**src/rtl/stopwatch_pkg.sv**
```systemverilog
// stopwatch_pkg: shared BCD types and conversion helpers for the time field counters
package stopwatch_pkg;
   localparam int BCD_W = 4;
   typedef logic [3:0] bcd_digit_t;
   function automatic int bcd_to_bin(input logic [15:0] bcd, input int digits);
      int v;
      v = 0;
      for (int i = 3; i >= 0; i--)
         if (i < digits) v = v * 10 + int'(bcd[i*BCD_W +: BCD_W]);
      return v;
   endfunction
   function automatic logic bcd_valid(input logic [15:0] bcd, input int digits);
      logic ok;
      ok = 1'b1;
      for (int i = 0; i < 4; i++)
         if (i < digits && bcd[i*BCD_W +: BCD_W] > 4'd9) ok = 1'b0;
      return ok;
   endfunction
   function automatic logic [15:0] bin_to_bcd(input int val);
      logic [15:0] r;
      int v;
      v = val;
      for (int i = 0; i < 4; i++) begin
         r[i*BCD_W +: BCD_W] = 4'(v % 10);
         v = v / 10;
      end
      return r;
   endfunction
endpackage

```
**src/rtl/bcd_digit_step.sv**
```systemverilog
// bcd_digit_step: one BCD digit of the ripple increment/decrement chain
module bcd_digit_step
   import stopwatch_pkg::*;
(
   input  bcd_digit_t digit_i,
   input  logic       up_i,
   input  logic       carry_i,
   output bcd_digit_t digit_o,
   output logic       carry_o
);
   logic edge_digit;
   always_comb begin
      edge_digit = up_i ? (digit_i == 4'd9) : (digit_i == 4'd0);
      carry_o = carry_i & edge_digit;
      digit_o = !carry_i ? digit_i :
                up_i     ? (edge_digit ? 4'd0 : digit_i + 4'd1) :
                           (edge_digit ? 4'd9 : digit_i - 4'd1);
   end
endmodule

```
**src/rtl/bcd_field_counter.sv**
```systemverilog
// bcd_field_counter: cascadable packed-BCD time field counter with up/down, clear, load and hold
module bcd_field_counter
   import stopwatch_pkg::*;
#(
   parameter int DIGITS  = 2,
   parameter int MAX_VAL = 59
)(
   input  logic                  clk,
   input  logic                  rst_n,
   input  logic                  tick_i,
   input  logic                  up_i,
   input  logic                  hold_i,
   input  logic                  clear_i,
   input  logic                  load_i,
   input  logic [BCD_W*DIGITS-1:0] load_bcd_i,
   output logic [BCD_W*DIGITS-1:0] count_bcd_o,
   output logic                  carry_o,
   output logic                  at_max_o,
   output logic                  load_err_o
);
   localparam int W = BCD_W * DIGITS;
   localparam logic [15:0] MAX16 = bin_to_bcd(MAX_VAL);
   localparam logic [W-1:0] MAX_BCD = MAX16[W-1:0];
   if (DIGITS < 1 || DIGITS > 4 || MAX_VAL < 1 || MAX_VAL >= 10**DIGITS) begin : g_bad_param
      $error("bcd_field_counter: MAX_VAL out of range for DIGITS");
   end
   logic [W-1:0] count_q, count_d, step_bcd;
   logic [DIGITS:0] c;
   logic carry_q, carry_d, at_max_q, at_max_d, err_q, err_d;
   logic tick, wrap, load_ok;
   assign c[0] = 1'b1;
   for (genvar i = 0; i < DIGITS; i++) begin : g_step
      bcd_digit_step u_step (
         .digit_i (count_q[i*BCD_W +: BCD_W]),
         .up_i    (up_i),
         .carry_i (c[i]),
         .digit_o (step_bcd[i*BCD_W +: BCD_W]),
         .carry_o (c[i+1])
      );
   end
   // borrow out of the top digit means every digit was 0
   always_comb begin
      tick     = tick_i & ~hold_i;
      wrap     = up_i ? (count_q == MAX_BCD) : c[DIGITS];
      load_ok  = bcd_valid(16'(load_bcd_i), DIGITS) && bcd_to_bin(16'(load_bcd_i), DIGITS) <= MAX_VAL;
      count_d  = clear_i ? '0 :
                 load_i  ? (load_ok ? load_bcd_i : count_q) :
                 tick    ? (wrap ? (up_i ? '0 : MAX_BCD) : step_bcd) :
                           count_q;
      carry_d  = ~clear_i & ~load_i & tick & wrap;
      err_d    = ~clear_i & load_i & ~load_ok;
      at_max_d = count_d == MAX_BCD;
   end
   always_ff @(posedge clk or negedge rst_n) begin
      if (!rst_n) begin
         count_q  <= '0;
         carry_q  <= 1'b0;
         at_max_q <= 1'b0;
         err_q    <= 1'b0;
      end else begin
         count_q  <= count_d;
         carry_q  <= carry_d;
         at_max_q <= at_max_d;
         err_q    <= err_d;
      end
   end
   assign count_bcd_o = count_q;
   assign carry_o     = carry_q;
   assign at_max_o    = at_max_q;
   assign load_err_o  = err_q;
endmodule

```
**config.mk**
```make
export PLATFORM = sky130hd
export DESIGN_NAME = bcd_field_counter
export DESIGN_NICKNAME = d
export VERILOG_FILES = /design/src/rtl/stopwatch_pkg.sv /design/src/rtl/bcd_digit_step.sv /design/src/rtl/bcd_field_counter.sv
export SDC_FILE = /design/constraint.sdc
export NUM_CORES = 1
export LEC_CHECK = 0
export BUFFER_PORTS_ARGS = -buffer_cell sky130_fd_sc_hd__clkbuf_2
export CAP_MARGIN = 30
export CORE_UTILIZATION = 46
export CTS_CLUSTER_SIZE = 24
export DETAILED_ROUTE_END_ITERATION = 6
export GPL_TIMING_DRIVEN = 0
export PLACE_DENSITY_LB_ADDON = 0.2
export SLEW_MARGIN = 20
export SYNTH_ARGS = -nofsm -noshare
export SYNTH_HDL_FRONTEND = slang
export SYNTH_SLANG_ARGS = --single-unit
```
**constraint.sdc**
```tcl
create_clock -name clk -period 3 [get_ports clk]
set_clock_uncertainty 0.2 [all_clocks]
set_input_delay 0.6 -clock clk [delete_from_list [all_inputs] [get_ports clk]]
set_output_delay 0.6 -clock clk [all_outputs]
set_load 0.05 [all_outputs]
```
; ---- Word-level counts from Yosys, hierarchy flattened
; Cells that the tools add are included.
[totals]
regBits = 11
latch_bits = 0
ram_bits = 0
romBits = 0
inputBits = 15
output_inout_bits = 11
wordCells = 49
n_memories = 0
[op_classes]
n_addsub = 5
n_mul = 1
n_div = 0
magnitude_cmp = 3
n_eq_ne = 4
shifts = 0
mux = 18
bitwise_logic = 11
n_reduce_logical = 3
[op_table]
columns = cell, count
row1 = two-way mux 8 bit, 5
row2 = two-way mux 4 bit, 7
row3 = == test 8 x 7 -> 1 bit (second input constant), 2
row4 = adder 8 x 4 -> 9 bit, 1
row5 = <= comparator 9 x 6 -> 1 bit (second input constant), 1
row6 = adder 4 x 1 -> 4 bit (second input constant), 2
row7 = == test 4 bit (second input constant), 2
row8 = greater-than comparator 4 bit (second input constant), 2
row9 = zero test 4 bit, 2
row10 = subtractor 4 x 1 -> 4 bit (second input constant), 2
row11 = bitwise AND 1 bit, 7
row12 = multiplier 4 x 3 -> 7 bit (second input constant), 1
row13 = two-way mux 7 bit, 1
row14 = two-way mux 1 bit, 5
row15 = inverter 1 bit, 4
row16 = logical AND 1 bit, 1

; ---- Logic depth before layout (Yosys ltp)
; Gate-level depths: netlist of the first run.
[depth]
ltp_word = 10
mapped_depth = 11
ltp_nobuf = 11

; ---- By module
; From an unflattened synthesis of the first run, not the netlist that was laid out.
[hier_totals]
cells_unflattened = 218
hier_area_um2 = 1747.9
[modules_own_cells]
columns = mod, instances, cells_each, area_each_um2, seq_area_each_um2
row1 = bcd_field_counter, 1, 142, 1222.4, 275.3
row2 = bcd_digit_step, 2, 38, 262.8, 0.0

; ---- Worst setup path after synthesis of the first run
; No wires, ideal clock.
[synth_path]
path_kind = input to register
start = input load_bcd_i[5]
end = register at_max_q, in the netlist at_max_o
setup_ns = 0.096
t_arrival_ns = 3.343
t_required_ns = 2.704
setup_slack_ns = -0.639
cell_stages = 10
n_path_buf = 0
cell_sequence = ha_1 > ha_1 > inv_1 > fa_1 > or4b_1 > or4_4 > a21oi_1 > mux2i_1 > o21ai_1 > nor4_2
[synth_via]
elab_chain_len = 8
elab_cells_between_ends = 10
classes_between = add/sub: 1 / mul: 1 / order compare: 2 / eq/ne: 1 / mux: 4 / reduce/logical: 1
[synth_rtl]
columns = element, line
row1 = start: declaration, bcd_field_counter.sv:15  ; input logic [BCD_W*DIGITS-1:0] load_bcd_i,
row2 = multiplier 4 x 3 -> 7 bit, stopwatch_pkg.sv:9  ; if (i < digits) v = v * 10 + int'(bcd[i*BCD_W +: BCD_W]);
row3 = adder 8 x 4 -> 9 bit, stopwatch_pkg.sv:9
row4 = <= comparator 9 x 6 -> 1 bit, bcd_field_counter.sv:45  ; load_ok = bcd_valid(16'(load_bcd_i), DIGITS) && bcd_to_bin(16'(load_bcd_i), DIGITS) <= MAX_VAL;
row5 = logical AND 1 bit *, bcd_field_counter.sv:45
row6 = two-way mux 8 bit * (2 in series), bcd_field_counter.sv:47  ; load_i ? (load_ok ? load_bcd_i : count_q) :
row7 = two-way mux 8 bit *, bcd_field_counter.sv:46  ; count_d = clear_i ? '0 :
row8 = via count_d[7], bcd_field_counter.sv:27  ; logic [W-1:0] count_q, count_d, step_bcd;
row9 = == test 8 x 7 -> 1 bit *, bcd_field_counter.sv:52  ; at_max_d = count_d == MAX_BCD;
row10 = via at_max_d, bcd_field_counter.sv:29  ; logic carry_q, carry_d, at_max_q, at_max_d, err_q, err_d;
row11 = end signal: assignment, bcd_field_counter.sv:63  ; at_max_q <= at_max_d;
row12 = end: declaration, bcd_field_counter.sv:29
; The timed path passes the listed nets; every way through them passes the cells marked *.

; ---- Worst setup path after layout of the first run
; Same ends and word-level chain as after synthesis.

==> reports/qor.log, run 1 <==
qor: run_status.outcome finished, violations left
qor: run_status.failed_checks setup timing
qor: global_routing.grt_pass1_vias 1,447
qor: worst_setup_path.end_kind register
qor: global_routing.grt_pass1_wl 6.32 mm
qor: clock_tree.clk_pin_slew 0.08 ns
qor: synth.async_flop_share 100%
qor: worst_setup_path.reg2regPathDepth 9
qor: route.final_antenna_net_count 0
qor: route.viasPerCell 6.22
qor: timing.achievable-frequency 287 MHz
qor: timing.min_period 3.48 ns
qor: synth.netlist_area_before_placement 1420 µm²
qor: timing.fin_crit_sh 116%
qor: floorplan.floorplan.core_area 2830 µm²
qor: route.vias 1,498
qor: worst_setup_path.cp_max_fo 7
qor: final_layout.multi_input_comb_area 1150 µm²
qor: timing.finalSetupTns -2.02 ns
qor: timing.final-hold-violation-count 0
qor: clock_tree.ctsLongestPathBuffers 2
qor: worst_setup_path.crit_path_end at_max_o
qor: pwr.vdd_drop_max 0.203 mV
qor: floorplan.die_h 57.5 µm
qor: place.port_buffers 24
qor: pwr.power.density 334 nW/µm²
qor: pwr.p_leak 0.794 nW
qor: final_layout.num-fill-cells 251
qor: synth.ys_warns 0
qor: final_layout.fin_util 63.7%
qor: worst_setup_path.timing.setup.critical_path_class input port to register
qor: clock_tree.clock-root-buffer sky130_fd_sc_hd__clkbuf_4
qor: place.place.detailed.hpwl 2.95 mm
qor: route.drc_errors 0
qor: timing.rsz_0062_raised_after_global_routing true
qor: clock_tree.clock_buffer_count_from_cts 3
qor: global_routing.number_of_antenna_violations_at_the_first_check_in_global_routing 0
qor: final_layout.num_antenna_cells 0
qor: final_layout.finish.cell_count_without_fillers 241
qor: worst_setup_path.required 2.98 ns
qor: timing.worst_slew_pin_slew 0.755 ns
qor: floorplan.die_w 57.5 µm
qor: synth.synth.most_common_cell sky130_fd_sc_hd__inv_1
qor: synth.yosysTopAreaCell sky130_fd_sc_hd__dfrtp_1
qor: synth.synth.yosys.seq_area_share 19.4%
qor: clock_tree.tritoncts_clock_tree yes
qor: synth.post_synth_inst_count 173
qor: worst_setup_path.rr_endpoint at_max_o
qor: place.post-place-ws -0.957 ns
qor: floorplan.core.rowCount 19
qor: timing.max-slew-margin-rel 49.1%
qor: final_layout.post_synthesis_to_final_layout_area_growth 27.1%
qor: hold_path.holdPathStages 2
qor: synth.synth_enable_flop_cells 0
qor: worst_setup_path.worst_r2r_startpoint count_bcd_o[1]
qor: floorplan.pin_count 26
qor: floorplan.design.die.area 3310 µm²
qor: job.max-cap-violations 0
qor: place.dp.cells 228
qor: synth.synth_top_flop_cell sky130_fd_sc_hd__dfrtp_1
qor: final_layout.storage_cell_area 275 µm²
qor: route.wl_per_cell 16.0 µm
qor: worst_setup_path.timing.critical_path.from load_bcd_i[5]
qor: worst_setup_path.cp-start-kind input port
qor: place.gp_congestion 0.813
qor: timing.worst_slack -0.483 ns
qor: timing.finalSetupViolCount 9
qor: worst_setup_path.arrival 3.47 ns
qor: synth.synth-seq-cells 11
qor: synth.synth.top_cells.by_area sky130_fd_sc_hd__dfrtp_1 (19%), sky130_fd_sc_hd__ha_1 (11%), sky130_fd_sc_hd__inv_1 (3.7%)
qor: clock_tree.h-tree-depth 1
qor: hold_path.min-delay-path-class input port to register
qor: global_routing.grt_start_max_net_pins 12
qor: clock_tree.cts_sinks 11
qor: route.first_pass_iters 4
qor: route.detail_route.wirelength 3.85 mm
qor: final_layout.final_layout_size_suffix_gt1_share 29.0%
qor: worst_setup_path.r2r_setup_slack 0.11 ns
qor: synth.netlist_top_cells_count sky130_fd_sc_hd__inv_1 (14), sky130_fd_sc_hd__ha_1 (13), sky130_fd_sc_hd__nor2_1 (13)
qor: final_layout.finalNetCount 241
qor: global_routing.grt.overflow.total 0
qor: synth.synth_fp_nets 203
qor: synth.synth_top_area_share 19.4%
qor: clock_tree.insertion_delay 0.28 ns
qor: synth.syn-mean-instance-area 8.19 µm²
qor: synth.netlist-cell-type-count 55
qor: global_routing.grt_util_all_layers 24.5%
qor: timing.slew_viol_final 0
qor: route.initial_drt_markers 66
qor: floorplan.initial_core_util 50.1%
-- cells in the final DEF, fill, tap and decap left out, types with 3 or more instances in the layout --
cell type                  synthesis  final
sky130_fd_sc_hd__inv_1            14     12
sky130_fd_sc_hd__nor4_1            5      4
sky130_fd_sc_hd__nor2b_1           3      3
sky130_fd_sc_hd__buf_4             0      5
sky130_fd_sc_hd__nor3b_1           3      3
sky130_fd_sc_hd__nor2_1           13     12
sky130_fd_sc_hd__nand2b_1          4      4
sky130_fd_sc_hd__clkbuf_4          0      3
sky130_fd_sc_hd__clkbuf_1          8      8
sky130_fd_sc_hd__nand4_1           3      3
sky130_fd_sc_hd__nand2_1          11     11
sky130_fd_sc_hd__buf_6             0      3
sky130_fd_sc_hd__a211oi_1          4      3
sky130_fd_sc_hd__dfrtp_1          11     11
sky130_fd_sc_hd__o211ai_1          3      3
sky130_fd_sc_hd__a21oi_1           7      6
sky130_fd_sc_hd__ha_1             13     10
sky130_fd_sc_hd__o21ai_0          10      9
sky130_fd_sc_hd__clkbuf_2          0     22
sky130_fd_sc_hd__nand3_1           6      6
sky130_fd_sc_hd__o21a_1            4      4
sky130_fd_sc_hd__o31ai_1           4      4
sky130_fd_sc_hd__and3_1            4      3
-- sequential cells by signal, summed over array words and instances (netlist names) --
signal	count
carry_o	1
load_err_o	1
at_max_o	1
count_bcd_o	8
-- worst min path at each step --
stage                        from  endpoint  slack, ns
after global routing      clear_i   carry_o       0.34
after global placement      rst_n   carry_o       0.28
after detailed placement    rst_n   carry_o       0.29
after CTS                 clear_i   carry_o       0.34
final                     clear_i   carry_o       0.34
after floorplan             rst_n  at_max_o       0.10
-- what timing repair did --
| item | in CTS | in global routing |
|---|---|---|
| endpoints found under the setup margin | 10 | 10 |
| setup buffers | 7 | 1 |
| endpoints found under the hold margin | 7 | 0 |
| pin swaps | 6 | 1 |
| hold buffers | 1 | 0 |
| gates resized for setup | 14 | 3 |
-- metrics by stage --
stage / hold WS [ns] / cell area, µm² / power (W)
after global placement: 0.284 / 1630 / 0.000451
final: 0.342 / 1800 / 0.000601
after detailed placement: 0.293 / 1630 / 0.000460
after CTS: 0.339 / 1780 / 0.000588
after floorplan: 0.104 / 1470 / 0.000390
after global routing: 0.337 / 1800 / 0.000637
-- cell families after synthesis --
| group | share of synthesized area (%) |
|---|---|
| flops | 19.4 |
| simple gates | 27.8 |
| fa+ha+maj | 14.3 |
| buf+inv | 5.83 |
| compound gates | 26.9 |
| mux | 3.27 |
| xor+xnor | 2.47 |
-- where the power goes --
group	internal (W)	switching, W	total (W)
clock network	0.0000495	0.0000535	0.000103
registers	0.000158	0.0000180	0.000176
logic	0.000130	0.000192	0.000322
-- metal layers --
| metal | GRT usage (%) | wire length [µm] | part of all wire [%] | vias to the layer above |
|---|---|---|---|---|
| met5 | 0 | 0 | 0 | - |
| met4 | 11.5 | 97 | 2.5 | 0 |
| met3 | 2.27 | 196 | 5.1 | 11 |
| met2 | 43.7 | 2000 | 52 | 51 |
| met1 | 29.5 | 1560 | 40 | 716 |
| li1 | - | - | - | 720 |
-- layout make-up --
cell class                      instances  area share (%)
Timing Repair Buffer                   33            12.8
Clock inverter                          1           0.278
Clock buffer                            3            1.25
Inverter                               14            2.92
Buffer                                  8            1.67
Sequential cell                        11            15.3
Tap cell                               31            2.15
Multi-Input combinational cell        140            63.7
-- worst max-delay path, stage by stage --
cell and delay (ns):
sky130_fd_sc_hd__clkbuf_16 0.12, sky130_fd_sc_hd__ha_4 0.23, sky130_fd_sc_hd__ha_4 0.16, sky130_fd_sc_hd__inv_2 0.05, sky130_fd_sc_hd__fa_2 0.46, sky130_fd_sc_hd__or4b_1 0.48
sky130_fd_sc_hd__or4_4 0.48, sky130_fd_sc_hd__o21ai_4 0.14, sky130_fd_sc_hd__nand2_1 0.10, sky130_fd_sc_hd__a311oi_2 0.27, sky130_fd_sc_hd__nand2_1 0.11, sky130_fd_sc_hd__nor4_2 0.27
Note: power is estimated with default switching activity, not from simulation.
==> run 2, diff against run 1 <==
- GPL_TIMING_DRIVEN: 0 -> not set
==> run 2 against run 1 <==
The flow still finishes with violations (setup timing). Sequential share of layout area down 0.77 points. Wire length increased by 4.6%. Cell area grew 5.3%. Sequential cell count is the same. Hold slack gained 0.0012 ns. Final cell count is 2.5% higher. Maximum frequency grew 2.9%. Worst setup slack improved by 0.097 ns. Combinational power rose by 5%. Critical path depth is the same. Largest power group unchanged.
==> reports/qor.log, run 2 (same netlist as run 1, synthesis figures left out) <==
qor: final_layout.largest_reg_flops 8 [unchanged]
qor: timing.fin_crit_sh 113% [-3.2 points]
qor: hold_path.min-delay-path-class input port to register
qor: worst_setup_path.required 2.98 ns [about the same]
qor: timing.rsz_0062_raised_after_global_routing true
qor: global_routing.grt.overflow.total 0 [unchanged]
qor: final_layout.layout_commonest_cell sky130_fd_sc_hd__clkbuf_2
qor: global_routing.grt_start_max_net_pins 14 [+2]
qor: clock_tree.tritoncts_clock_tree yes
qor: final_layout.mostFrequentLayoutCells sky130_fd_sc_hd__clkbuf_2 (23), sky130_fd_sc_hd__buf_4 (18), sky130_fd_sc_hd__inv_1 (13), sky130_fd_sc_hd__nor2_1 (12)
qor: floorplan.pin_count 26 [unchanged]
qor: floorplan.die_w 57.5 µm [unchanged]
qor: timing.max-slew-margin-rel 56.6% [+7.5 points]
qor: worst_setup_path.end_kind register
qor: timing.fin_hold_ws 0.344 ns [+0.00115 ns]
qor: route.vias 1,501 [+0.20%]
qor: worst_setup_path.reg2regPathDepth 9 [unchanged]
qor: floorplan.design.die.area 3310 µm² [unchanged]
qor: pwr.power.density 327 nW/µm² [-1.8%]
qor: route.drc_errors 0 [unchanged]
qor: final_layout.fin_util 67.1% [+3.4 points]
qor: place.place.detailed.hpwl 3.17 mm [+7.5%]
qor: floorplan.initial_core_util 50.1% [unchanged]
qor: place.post-place-ws -0.675 ns [+0.282 ns]
qor: pwr.p_leak 0.870 nW [+9.5%]
qor: timing.achievable-frequency 295 MHz [+2.9%]
qor: clock_tree.h-tree-depth 1 [unchanged]
qor: place.gp_congestion 0.857 [+5.4%]
qor: route.detail_route.wirelength 4.03 mm [+4.6%]
qor: global_routing.number_of_antenna_violations_at_the_first_check_in_global_routing 0 [unchanged]
qor: timing.finalSetupViolCount 9 [unchanged]
qor: route.viasPerCell 6.08 [-2.2%]
qor: route.first_pass_iters 4 [unchanged]
qor: final_layout.num-fill-cells 232 [-7.6%]
qor: floorplan.floorplan.core_area 2830 µm² [unchanged]
qor: route.initial_drt_markers 100 [+52%]
qor: timing.final-hold-violation-count 0 [unchanged]
qor: timing.worst_slew_pin_slew 0.644 ns [-0.111 ns]
qor: timing.worst_slack -0.386 ns [+0.0969 ns]
qor: place.port_buffers 25 [+4.2%]
qor: clock_tree.ctsLongestPathBuffers 2 [unchanged]
qor: run_status.outcome finished, violations left
qor: final_layout.post_synthesis_to_final_layout_area_growth 33.8%
qor: route.wl_per_cell 16.3 µm [+2.1%]
qor: clock_tree.clock-root-buffer sky130_fd_sc_hd__clkbuf_4
qor: final_layout.finish.instance_area 1900 µm² [+5.3%]
qor: worst_setup_path.arrival 3.37 ns [-0.10 ns]
qor: final_layout.finalNetCount 247 [+2.5%]
qor: hold_path.holdPathStages 2 [unchanged]
qor: job.max-cap-violations 0 [unchanged]
qor: worst_setup_path.cp-start-kind input port
qor: timing.slew_viol_final 0 [unchanged]
qor: clock_tree.clk_pin_slew 0.08 ns [about the same]
qor: clock_tree.insertion_delay 0.28 ns [about the same]
qor: floorplan.die_h 57.5 µm [unchanged]
qor: clock_tree.cts_sinks 11 [unchanged]
qor: clock_tree.clock_buffer_count_from_cts 3 [unchanged]
qor: pwr.vdd_drop_max 0.262 mV [+29%]
qor: worst_setup_path.cp_max_fo 4 [-3]
qor: run_status.failed_checks setup timing
qor: timing.min_period 3.39 ns [-0.0969 ns]
qor: global_routing.grt_util_all_layers 25.8% [+1.3 points]
qor: global_routing.grt_pass1_vias 1,432 [-1.0%]
qor: place.placedInstanceArea 1750 µm² [+7.2%]
qor: route.final_antenna_net_count 0 [unchanged]
qor: worst_setup_path.timing.setup.critical_path_class input port to register
qor: final_layout.final_layout_size_suffix_gt1_share 33.3% [+4.3 points]
qor: global_routing.grt_pass1_wl 6.54 mm [+3.5%]
qor: final_layout.num_antenna_cells 0 [unchanged]
qor: floorplan.core.rowCount 19 [unchanged]
[run 2: changes by cell type in the layout (fill, tap and decap cells not counted), sizes merged]
cell,before,now
clkinv,1,0
buf,8,23
clkbuf,35,27
[run 2: critical path, cell delays in order]
cell                        delay, ns
sky130_fd_sc_hd__buf_8           0.10
sky130_fd_sc_hd__ha_4            0.26
sky130_fd_sc_hd__ha_4            0.13
sky130_fd_sc_hd__inv_2           0.03
sky130_fd_sc_hd__fa_1            0.45
sky130_fd_sc_hd__or4b_1          0.47
sky130_fd_sc_hd__or4_4           0.50
sky130_fd_sc_hd__o21ai_4         0.12
sky130_fd_sc_hd__mux2_4          0.19
sky130_fd_sc_hd__a2bb2oi_2       0.14
sky130_fd_sc_hd__nand4b_1        0.13
sky130_fd_sc_hd__nor4_2          0.25
[run 2: final timing paths]
path,start,endpoint,slack [ns]
worst max-delay path,load_bcd_i[7],at_max_o,-0.39
worst min-delay path,clear_i,carry_o,0.34
worst max register to register,count_bcd_o[1],at_max_o,0.09
worst min register to register,count_bcd_o[0],count_bcd_o[0],0.44
max in group asynchronous,rst_n,count_bcd_o[5],1.83
min in group asynchronous,rst_n,count_bcd_o[3],0.53
[run 2: metrics by stage]
stage	setup TNS [ns]	instances	power [W]
after floorplan	-2.01	173	0.000390
after global placement	-3.89	240	0.000478
after detailed placement	-4.23	240	0.000488
after CTS	-1.23	246	0.000602
after global routing	-2.07	247	0.000656
final	-1.29	247	0.000621
[run 2: power breakdown]
group,switching [W],total (W),internal (W)
sequential,0.0000215,0.000180,0.000158
clock,0.0000532,0.000105,0.0000517
combinational,0.000193,0.000337,0.000143
[run 2: area by class of cell]
cell class | instances | area (µm²) | share of cell area [%]
multi-input combinational | 140 | 1180 | 62.2
timing repair buffer | 47 | 324 | 17.1
sequential | 11 | 275 | 14.5
inverter | 14 | 52.6 | 2.77
tap | 31 | 38.8 | 2.04
clock buffer | 4 | 26.3 | 1.39
[run 2: what timing repair did]
item / in CTS / in global routing
endpoints found under the hold margin: 6 / 0
resized for setup: 9 / 9
setup endpoints to repair: 9 / 10
hold buffers: 1 / 0
pin swaps: 2 / 0
buffers inserted: 2 / 2
[run 2: routing by layer]
| metal | part of all wire (%) | vias to the layer above | wire [µm] | GRT usage [%] |
|---|---|---|---|---|
| li1 | - | 732 | - | - |
| met1 | 40 | 713 | 1610 | 33.0 |
| met2 | 54 | 50 | 2160 | 46.0 |
| met3 | 4.8 | 6 | 192 | 1.59 |
| met4 | 1.8 | 0 | 74 | 8.36 |
| met5 | 0 | - | 0 | 0 |
